--- src/rtl/spi_host_pkg.sv ---
// Shared constants and FSM state encoding for the spi_host SPI initiator.
package spi_host_pkg;

  localparam int SPI_WORD_BITS = 64;

  typedef enum logic [2:0] {
    ST_IDLE  = 3'd0,
    ST_SETUP = 3'd1,
    ST_HIGH  = 3'd2,
    ST_LOW   = 3'd3,
    ST_HOLD  = 3'd4,
    ST_GAP   = 3'd5
  } state_e;

  function automatic int max_int(input int a, input int b);
    return (a > b) ? a : b;
  endfunction

endpackage

--- src/rtl/spi_host_phase.sv ---
// Phase timer for spi_host: a reloadable down-counter whose zero count marks the
// last cycle of a phase, plus the count of bits still to be clocked.
module spi_host_phase #(
  parameter int CNT_W     = 2,
  parameter int WORD_BITS = 64,
  parameter int BIT_W     = $clog2(WORD_BITS + 1)
) (
  input  logic             clk,
  input  logic             reset,
  input  logic             load,
  input  logic [CNT_W-1:0] load_val,
  input  logic             bit_load,
  input  logic             bit_dec,
  output logic             expire,
  output logic [BIT_W-1:0] bits_left
);

  logic [CNT_W-1:0] cnt_q, cnt_d;
  logic [BIT_W-1:0] bits_q, bits_d;

  always_comb begin
    cnt_d = cnt_q;
    if (load) begin
      cnt_d = load_val;
    end else if (cnt_q != '0) begin
      cnt_d = cnt_q - CNT_W'(1);
    end
  end

  always_comb begin
    bits_d = bits_q;
    if (bit_load) begin
      bits_d = BIT_W'(WORD_BITS);
    end else if (bit_dec) begin
      bits_d = bits_q - BIT_W'(1);
    end
  end

  always_ff @(posedge clk or posedge reset) begin
    if (reset) begin
      cnt_q  <= '0;
      bits_q <= '0;
    end else begin
      cnt_q  <= cnt_d;
      bits_q <= bits_d;
    end
  end

  assign expire    = (cnt_q == '0);
  assign bits_left = bits_q;

endmodule

--- src/rtl/spi_host.sv ---
// spi_host: mode-0 SPI initiator sending one WORD_BITS word per frame, MSB first.
// With burst latched, CS stays low straight into the next word.
module spi_host
  import spi_host_pkg::*;
#(
  parameter int WORD_BITS = SPI_WORD_BITS,
  parameter int CLK_DIV   = 4,
  parameter int CS_SETUP  = 2,
  parameter int CS_HOLD   = 2,
  parameter int CS_IDLE   = 2
) (
  input  logic                 CLK,
  input  logic                 reset,
  input  logic [WORD_BITS-1:0] tx_data,
  input  logic                 tx_valid,
  output logic                 tx_ready,
  input  logic                 burst,
  output logic [WORD_BITS-1:0] rx_data,
  output logic                 rx_valid,
  output logic                 busy,
  output logic                 SCK,
  output logic                 CS,
  output logic                 COPI,
  input  logic                 CIPO
);

  localparam int MAX_CNT = max_int(max_int(CLK_DIV, CS_SETUP), max_int(CS_HOLD, CS_IDLE));
  localparam int CNT_W   = $clog2(MAX_CNT + 1);
  localparam int BIT_W   = $clog2(WORD_BITS + 1);

  localparam logic [CNT_W-1:0] DIV_LOAD   = CNT_W'(CLK_DIV - 1);
  localparam logic [CNT_W-1:0] SETUP_LOAD = CNT_W'(CS_SETUP - 1);
  localparam logic [CNT_W-1:0] HOLD_LOAD  = CNT_W'(CS_HOLD - 1);
  localparam logic [CNT_W-1:0] IDLE_LOAD  = CNT_W'(CS_IDLE - 1);

  state_e                 state_q, state_d;
  logic [WORD_BITS-2:0]   tx_shift_q, tx_shift_d;
  logic [WORD_BITS-1:0]   rx_shift_q, rx_shift_d;
  logic [WORD_BITS-1:0]   rx_data_q, rx_data_d;
  logic                   rx_valid_q, rx_valid_d;
  logic                   burst_q, burst_d;
  logic                   sck_q, sck_d;
  logic                   cs_q, cs_d;
  logic                   copi_q, copi_d;

  logic                   cnt_load;
  logic [CNT_W-1:0]       cnt_val;
  logic                   bit_load;
  logic                   bit_dec;
  logic                   expire;
  logic [BIT_W-1:0]       bits_left;
  logic                   accept;

  spi_host_phase #(
    .CNT_W     (CNT_W),
    .WORD_BITS (WORD_BITS),
    .BIT_W     (BIT_W)
  ) u_phase (
    .clk       (CLK),
    .reset     (reset),
    .load      (cnt_load),
    .load_val  (cnt_val),
    .bit_load  (bit_load),
    .bit_dec   (bit_dec),
    .expire    (expire),
    .bits_left (bits_left)
  );

  always_comb begin
    state_d    = state_q;
    tx_shift_d = tx_shift_q;
    rx_shift_d = rx_shift_q;
    rx_data_d  = rx_data_q;
    rx_valid_d = 1'b0;
    burst_d    = burst_q;
    sck_d      = sck_q;
    cs_d       = cs_q;
    copi_d     = copi_q;
    tx_ready   = 1'b0;
    accept     = 1'b0;
    cnt_load   = 1'b0;
    cnt_val    = DIV_LOAD;
    bit_load   = 1'b0;
    bit_dec    = 1'b0;

    case (state_q)
      ST_IDLE: begin
        tx_ready = 1'b1;
        accept   = tx_valid;
      end
      ST_SETUP: begin
        if (expire) begin
          state_d  = ST_HIGH;
          sck_d    = 1'b1;
          cnt_load = 1'b1;
        end
      end
      // CIPO is sampled at the very end of the high phase to give the responder
      // the longest possible time after the previous SCK fall.
      ST_HIGH: begin
        if (expire) begin
          rx_shift_d = {rx_shift_q[WORD_BITS-2:0], CIPO};
          sck_d      = 1'b0;
          bit_dec    = 1'b1;
          state_d    = ST_LOW;
          cnt_load   = 1'b1;
          if (bits_left != BIT_W'(1)) begin
            copi_d     = tx_shift_q[WORD_BITS-2];
            tx_shift_d = {tx_shift_q[WORD_BITS-3:0], 1'b0};
          end
        end
      end
      ST_LOW: begin
        if (expire) begin
          cnt_load = 1'b1;
          if (bits_left != '0) begin
            state_d = ST_HIGH;
            sck_d   = 1'b1;
          end else begin
            state_d = ST_HOLD;
            cnt_val = HOLD_LOAD;
          end
        end
      end
      ST_HOLD: begin
        if (expire) begin
          rx_valid_d = 1'b1;
          rx_data_d  = rx_shift_q;
          if (burst_q && tx_valid) begin
            tx_ready = 1'b1;
            accept   = 1'b1;
          end else begin
            cs_d     = 1'b1;
            copi_d   = 1'b0;
            state_d  = ST_GAP;
            cnt_load = 1'b1;
            cnt_val  = IDLE_LOAD;
          end
        end
      end
      ST_GAP: begin
        if (expire) begin
          state_d = ST_IDLE;
        end
      end
      default: begin
        state_d = ST_IDLE;
      end
    endcase

    // The MSB goes straight to COPI; the shifter only keeps the bits still to send.
    if (accept) begin
      tx_shift_d = tx_data[WORD_BITS-2:0];
      copi_d     = tx_data[WORD_BITS-1];
      burst_d    = burst;
      cs_d       = 1'b0;
      state_d    = ST_SETUP;
      cnt_load   = 1'b1;
      cnt_val    = SETUP_LOAD;
      bit_load   = 1'b1;
    end
  end

  always_ff @(posedge CLK or posedge reset) begin
    if (reset) begin
      state_q    <= ST_IDLE;
      tx_shift_q <= '0;
      rx_shift_q <= '0;
      rx_data_q  <= '0;
      rx_valid_q <= 1'b0;
      burst_q    <= 1'b0;
      sck_q      <= 1'b0;
      cs_q       <= 1'b1;
      copi_q     <= 1'b0;
    end else begin
      state_q    <= state_d;
      tx_shift_q <= tx_shift_d;
      rx_shift_q <= rx_shift_d;
      rx_data_q  <= rx_data_d;
      rx_valid_q <= rx_valid_d;
      burst_q    <= burst_d;
      sck_q      <= sck_d;
      cs_q       <= cs_d;
      copi_q     <= copi_d;
    end
  end

  assign busy     = (state_q != ST_IDLE);
  assign rx_data  = rx_data_q;
  assign rx_valid = rx_valid_q;
  assign SCK      = sck_q;
  assign CS       = cs_q;
  assign COPI     = copi_q;

endmodule

--- config.mk ---
export PLATFORM = sky130hd
export DESIGN_NAME = spi_host
export DESIGN_NICKNAME = d
export VERILOG_FILES = /design/src/rtl/spi_host_pkg.sv /design/src/rtl/spi_host_phase.sv /design/src/rtl/spi_host.sv
export SDC_FILE = /design/constraint.sdc
export NUM_CORES = 1
export LEC_CHECK = 0
export CAP_MARGIN = 15
export CORE_MARGIN = 2
export CORE_UTILIZATION = 45
export DETAILED_ROUTE_END_ITERATION = 16
export GPL_TIMING_DRIVEN = 0
export PLACE_DENSITY = 0.81
export REMOVE_ABC_BUFFERS = 1
export SYNTH_ARGS = -nofsm -noshare
export SYNTH_HDL_FRONTEND = slang
export SYNTH_SLANG_ARGS = --single-unit
--- constraint.sdc ---
create_clock -name CLK -period 7.9 [get_ports CLK]
set_input_delay 1.58 -clock CLK [delete_from_list [all_inputs] [get_ports CLK]]
set_output_delay 1.58 -clock CLK [all_outputs]
set_load 0.02 [all_outputs]
==> results by group, run 1 <==
Run status
  – Status: completed

GRT
  – GRT Residual Overflow: 0
  – Initial antenna violation count: 0
  – First-pass GRT wire length: roughly 30 mm
  – Largest net degree at the start of global routing: 125
  – Gr usage total: 0.1653
  – Number of global-route vias before repair: roughly 5700

CTS
  – Reg clk slew, reported paths: 60 ps
  – Clk Latency, worst-skew pair: approximately 490 ps
  – Num CTS Buffers: 22
  – Clk root buf: clkbuf_16
  – Post-CTS Setup Repair Bufs: 0
  – CTS max path bufs: 3
  – Clock Sinks: 209
  – Cts repair resizes: 0
  – CTS Hold Bufs: 0
  – CTS tree: yes
  – Max H-tree Level: 1

Setup path
  – RR Endpoint: tx_shift_q[8]
  – R2r worst-path depth: 9
  – Worst EP required: ~6300 ps
  – Crit path capture type: output port
  – Max FO, Critical Path: 5
  – CP Class: input pin to output port
  – Crit path DAT: about 3100 ps
  – Critical R2R Launch: u_phase.cnt_q[0]
  – Type of origin of the critical path: input pin
  – R2R Setup Slk: 4590 ps

Synth
  – EDFF count, synth: 0
  – Post-synthesis cell count: a little over 700
  – Top post-synthesis cells by area: dfrtp_1 (58%), mux2_1 (15%), mux2_2 (8.7%)
  – Netlist cell types: 46
  – Yosys top cell by area: dfrtp_1
  – Synth async-reset ratio: 1.000
  – #FFs+latches synth: roughly 210
  – Seq/Total Area, Yosys: 0.5852
  – Synthesized cell area: 0.008939 mm^2
  – Top cell type's share of synthesized area: 0.5823
  – Top FF cell, synth: dfrtp_1
  – Syn_area_per_cell: ~12 um^2
  – Yosys Warn Count: 0

Floorplanning
  – Boundary Pins: around 140
  – Initial Util: 0.4593
  – Die width: 144.9 um
  – Die height: between 100 and 150 um
  – Die area: between 0.02 and 0.025 mm^2
  – Cell Rows: 51
  – Core Footprint: around 0.019 mm^2

Placement
  – Post-DP Area: around 0.011 mm^2
  – Routability cong.: between 0.7 and 0.8
  – Pre-CTS setup slack: between 3000 and 4000 ps
  – # port buffers: between 100 and 150
  – DP HPWL: 11.20 mm

Timing
  – RSZ-0062 raised after global routing: false
  – Worst-case clock skew: approximately 9.6 ps
  – Max Clk Rate: around 0.21 GHz
  – Final Hold Fails: 0
  – Max_slew headroom: 0.4496
  – Worst slew pin tran: between 800 and 900 ps
  – Final Critical Period: about 4700 ps
  – Final setup fails: 0
  – Final slew viol count: 0
  – Final worst-path setup slack: 3225 ps
  – Period Utilization, post-route: 0.5917
  – Setup TNS: 0 ps

Layout
  – Area of the multi-input gates: 0.003398 mm^2
  – Final instance area: between 0.01 and 0.015 mm^2
  – Fraction of layout cells with a size suffix above 1: 0.1494
  – Syn-to-layout area delta: 27.27%
  – N_diodes: 0
  – Fillers: around 1600
  – Storage element area: ~0.0052 mm^2
  – Nets: 928

Route
  – Vias: between 5000 and 6000
  – DRC viols: 0
  – Wire per inst: around 15 um
  – DR pass1 iterations: 4
  – DRT antenna net count: 0
  – Via-to-Cell Ratio: just under 5
  – Final wirelength: about 17 mm
  – Starting DRT DRC Count: between 200 and 300

Min path
  – Worst hold start: tx_shift_q[45]
  – Hold crit path type: flip-flop to flip-flop
  – Worst hold path depth: 1
  – Worst Hold End: tx_shift_q[45]

Pwr
  – PD cells: 266.1 mW/mm^2
  – Max IR drop VDD: between 200 and 250 uV
  – Leak Pwr: between 0.005 and 0.006 uW

Flow run
  – Max-cap violation count: 0
[metrics by stage]
stage	utilization	cells	hold WS [ps]	total power, uW
after detailed placement	0.5476	1096	474.8	2037
after floorplan	-	677	440.2	1804
final	0.5845	1135	482.4	3027
after global routing	0.5845	1135	495.8	3201
after global placement	0.5315	1080	459.9	1959
after CTS	0.5845	1135	488.2	3075
[cells by family (layout without fill, tap and decap cells)]
logic type | Yosys count | in the layout | share of synthesized area
simple gates | 235 | 235 | 0.1072
flops | 209 | 209 | 0.5852
mux | 189 | 189 | 0.2381
buf+inv | 52 | 203 | 0.03863
compound gates | 25 | 25 | 0.02030
xor+xnor | 5 | 5 | 0.004900
fa+ha+maj | 4 | 4 | 0.005599
[final cells by class]
class / count / share of cell area
clock buffers: 31 / 0.05499
repair buffers: 154 / 0.1452
clock inverters: 8 / 0.008139
flip-flops and latches: 209 / 0.4599
multi-input cells: 458 / 0.2987
well taps: 265 / 0.02915
inverters: 10 / 0.003960
[power breakdown]
| part | internal (uW) | switching (uW) |
|---|---|---|
| Combinational | 351 | 305 |
| Clock | 617 | 405 |
| Sequential | 1250 | 103 |
| Total | 2210 | 813 |
[layer usage]
metal  part of all wire  GRT usage  vias to the layer above  wire length [um]
met3              0.074    0.05031                       21              1269
met2               0.45     0.2593                      141              7721
met4              0.017    0.03515                        0               291
met5                  0          0                        -                 0
met1               0.46     0.2284                     2785              7822
li1                   -          -                     2672                 -
[state kept, by name, indices dropped and copies added, names as in the netlist]
name,flops
COPI,1
rx_data,64
SCK,1
rx_valid,1
u_phase.cnt_q,3
tx_shift_q,63
u_phase.bits_left,7
state_q,3
rx_shift_q,64
CS,1
burst_q,1
[critical path, cell delays in order]
cell	delay, ps
clkdlybuf4s50_1	560
nand3_1	90
a21boi_0	190
clkdlybuf4s50_1	670
[Yosys cell counts, types with 2 or more instances]
library cell	number
nand3_1	4
a31oi_1	2
dfrtp_1	208
xor2_1	3
ha_1	4
clkbuf_1	11
mux2_1	120
buf_2	10
inv_1	10
a21oi_1	4
nor3_1	4
xnor2_1	2
nor2_1	17
buf_4	4
buf_12	2
buf_1	3
o21ai_0	6
nand2_1	197
a22o_1	2
mux2_2	69
buf_6	12
[placed cells by master (no fill, tap or decap), types with 2 or more instances in the layout]
master           Yosys  routed
mux2_2              69      69
mux2_1             120     120
clkbuf_16            0      23
clkinv_2             0       5
nand3_1              4       4
buf_8                0       2
nor3_1               4       3
a22o_1               2       2
buf_16               0       4
o21ai_0              6       6
xor2_1               3       3
nand2_1            197     197
clkbuf_8             0       2
a21oi_1              4       4
a31oi_1              2       2
ha_1                 4       4
bufinv_16            0       2
clkdlybuf4s50_1      0     138
buf_6               12       8
nor2_1              17      17
inv_1               10       9
dfrtp_1            208     208
buf_12               2       2
xnor2_1              2       2
clkbuf_1            11       6
[worst max path at each step]
| stage | start | to | slack [ps] |
|---|---|---|---|
| 2_1_floorplan | reset | COPI | 610 |
| 3_3_place_gp | u_phase.cnt_q[0] | u_phase.bits_left[6] | -2810 |
| 3_5_place_dp | tx_valid | tx_ready | 3220 |
| 4_1_cts | tx_valid | tx_ready | 3210 |
| 5_1_grt | tx_valid | tx_ready | 3120 |
| 6_report | tx_valid | tx_ready | 3230 |
No activity file was read; power rests on OpenSTA's default activity.
==> run 2: changes to the inputs <==
Clock period 7.9 ns to 4.7 ns, I/O delays scaled along.
==> results of run 2 <==
Same layout as run 1 (identical final DEF). Status: completed.
Among the figures that moved: setup slack after placement 3216 ps -> 892.2 ps; setup slack after layout 3225 ps -> 1077 ps; start point of the critical path tx_valid -> u_phase.cnt_q[0]; register-to-register setup slack 4590 ps -> 1390 ps; total power 3027 uW -> 5088 uW; worst IR drop on VDD 208.6 uV -> 350.6 uV
==> run 3: changes to the inputs <==
Clock period 4.7 ns to 3.4 ns, I/O delays scaled along.
==> run 3 against run 2 <==
Compared with the run above:
- design area hardly changed
- via count is 0.44% lower
- die area stayed put
- power is 38% higher
- clock power is 38% higher
- sequential cell count stayed put
- cell count stayed put
- sequential power is 38% higher
- critical endpoint unchanged
- largest power group unchanged
- combinational power is 39% higher
==> results by group, run 3 (same netlist as run 1, synthesis figures left out) <==
Run status
  – Status: completed

Layout
  – Most common cell after layout, fill and taps aside: dfrtp_1
  – Syn-to-layout area delta: 27.30%
  – Fillers: 1574
  – Fraction of layout cells with a size suffix above 1: 0.1506
  – Most frequent cells in the layout: dfrtp_1 (208), nand2_1 (197), clkdlybuf4s50_1 (138)
  – N_diodes: 0
  – Nets: 928
  – Final instance area: about 0.011 mm^2

Route
  – DR pass1 iterations: 4
  – Starting DRT DRC Count: between 200 and 300
  – DRT antenna net count: 0
  – Wire per inst: approximately 15 um
  – Final wirelength: roughly 17 mm
  – Vias: 5594
  – DRC viols: 0
  – Via-to-Cell Ratio: slightly below 5

Setup path
  – Crit path DAT: approximately 2500 ps
  – Max FO, Critical Path: 18
  – CP Cell Sequence: inv_1 > ha_1 > ha_2 > nand3_1 > a21boi_0 > clkdlybuf4s50_1
  – WP buf/inv: 2
  – Crit path capture type: output port
  – Type of origin of the critical path: flip-flop
  – CP top delay family: buffers and inverters
  – Critical R2R Launch: u_phase.cnt_q[0]
  – CP Launch Point: u_phase.cnt_q[0]
  – CP Class: flip-flop to output port
  – Worst EP required: 2720 ps
  – Crit-path max cell delay: 670 ps
  – Slowest-stage cell, CP: clkdlybuf4s50_1

Placement
  – # port buffers: 138
  – DP HPWL: ~11 mm
  – Post-DP Area: ~0.011 mm^2
  – Pre-CTS setup slack: -147.8 ps
  – Routability cong.: roughly 0.72

Floorplanning
  – Cell Rows: 51
  – Initial Util: 0.4593
  – Core Footprint: slightly below 0.02 mm^2
  – Boundary Pins: between 100 and 150
  – Die height: approximately 140 um
  – Die width: 144.9 um
  – Die area: around 0.021 mm^2

GRT
  – Initial antenna violation count: 0
  – Gr usage total: 0.1653
  – Met1 Track Usage GR: 0.2284
  – GRT Residual Overflow: 0
  – GR Layer Usage met2: 0.2593
  – First-pass GRT wire length: between 20 and 30 mm
  – Top Usage Layer GRT: met2
  – Largest net degree at the start of global routing: roughly 130
  – GRT met3 Usage: 0.05031
  – Number of global-route vias before repair: between 5000 and 6000

Timing
  – Worst slew pin tran: about 830 ps
  – Final Hold Fails: 0
  – Period Utilization, post-route: 0.9320
  – Final slew viol count: 0
  – RSZ-0062 raised after global routing: false
  – Worst-case clock skew: approximately 6.5 ps
  – Max Clk Rate: 0.3156 GHz
  – Final Critical Period: approximately 3200 ps
  – Final worst-path setup slack: ~230 ps
  – Max_slew headroom: 0.4443
  – Final setup fails: 0

CTS
  – Num CTS Buffers: 22
  – Max H-tree Level: 1
  – Clk Latency, worst-skew pair: about 490 ps
  – CTS Hold Bufs: 0
  – Post-CTS Setup Repair Bufs: 0
  – Clock Sinks: approximately 210
  – Clk root buf: clkbuf_16
  – CTS tree: yes
  – CTS max path bufs: 3
  – Cts repair resizes: 1
  – Reg clk slew, reported paths: 60 ps

Pwr
  – Leak Pwr: ~0.0056 uW
  – PD cells: 618.3 mW/mm^2
  – Max IR drop VDD: roughly 480 uV

Flow run
  – Max-cap violation count: 0

Min path
  – Hold crit path type: flip-flop to flip-flop
  – Worst hold start: tx_shift_q[37]
-- run 3: cell counts in the layout (fill, tap and decap cells not counted) --
Identical to the previous run, type by type.
-- run 3: per-layer routing --
layer  up-vias  part of all wire
met1      2765              0.46
met5         -                 0
met2       134              0.45
met3        23             0.072
li1       2672                 -
met4         0             0.018
-- run 3: cell type report --
class | instances | area, um^2 | share of cell area
flip-flops and latches | 209 | 5231 | 0.4598
multi-input cells | 458 | 3401 | 0.2989
repair buffers | 154 | 1652 | 0.1452
clock buffers | 31 | 625.6 | 0.05498
well taps | 265 | 331.6 | 0.02914
clock inverters | 8 | 92.59 | 0.008137
inverters | 10 | 45.04 | 0.003959
-- run 3: worst paths after layout --
check,endpoint,slack (ps),depth (start not counted)
setup reg to reg,tx_shift_q[8],310,9
min in group asynchronous,rx_data[31],670,2
max in group asynchronous,SCK,1720,3
hold reg to reg,tx_shift_q[37],480,1
setup / recovery,tx_ready,230,6
hold / removal,tx_shift_q[37],480,1
-- run 3: metrics by stage --
stage | cells | setup TNS (ps) | power (uW) | utilization | hold slack [ps]
2_1_floorplan | 677 | -1075210 | 4191 | - | 440.2
3_3_place_gp | 1080 | -2209870 | 4552 | 0.5315 | 459.9
3_5_place_dp | 1096 | -3392 | 4734 | 0.5476 | 474.8
4_1_cts | 1135 | 0 | 7148 | 0.5846 | 488.2
5_1_grt | 1135 | 0 | 7440 | 0.5846 | 495.8
6_report | 1135 | 0 | 7035 | 0.5846 | 481.6
-- run 3: power breakdown --
| part | switching (uW) | internal (uW) |
|---|---|---|
| Sequential | 239 | 2900 |
| Combinational | 709 | 818 |
| Clock | 938 | 1430 |
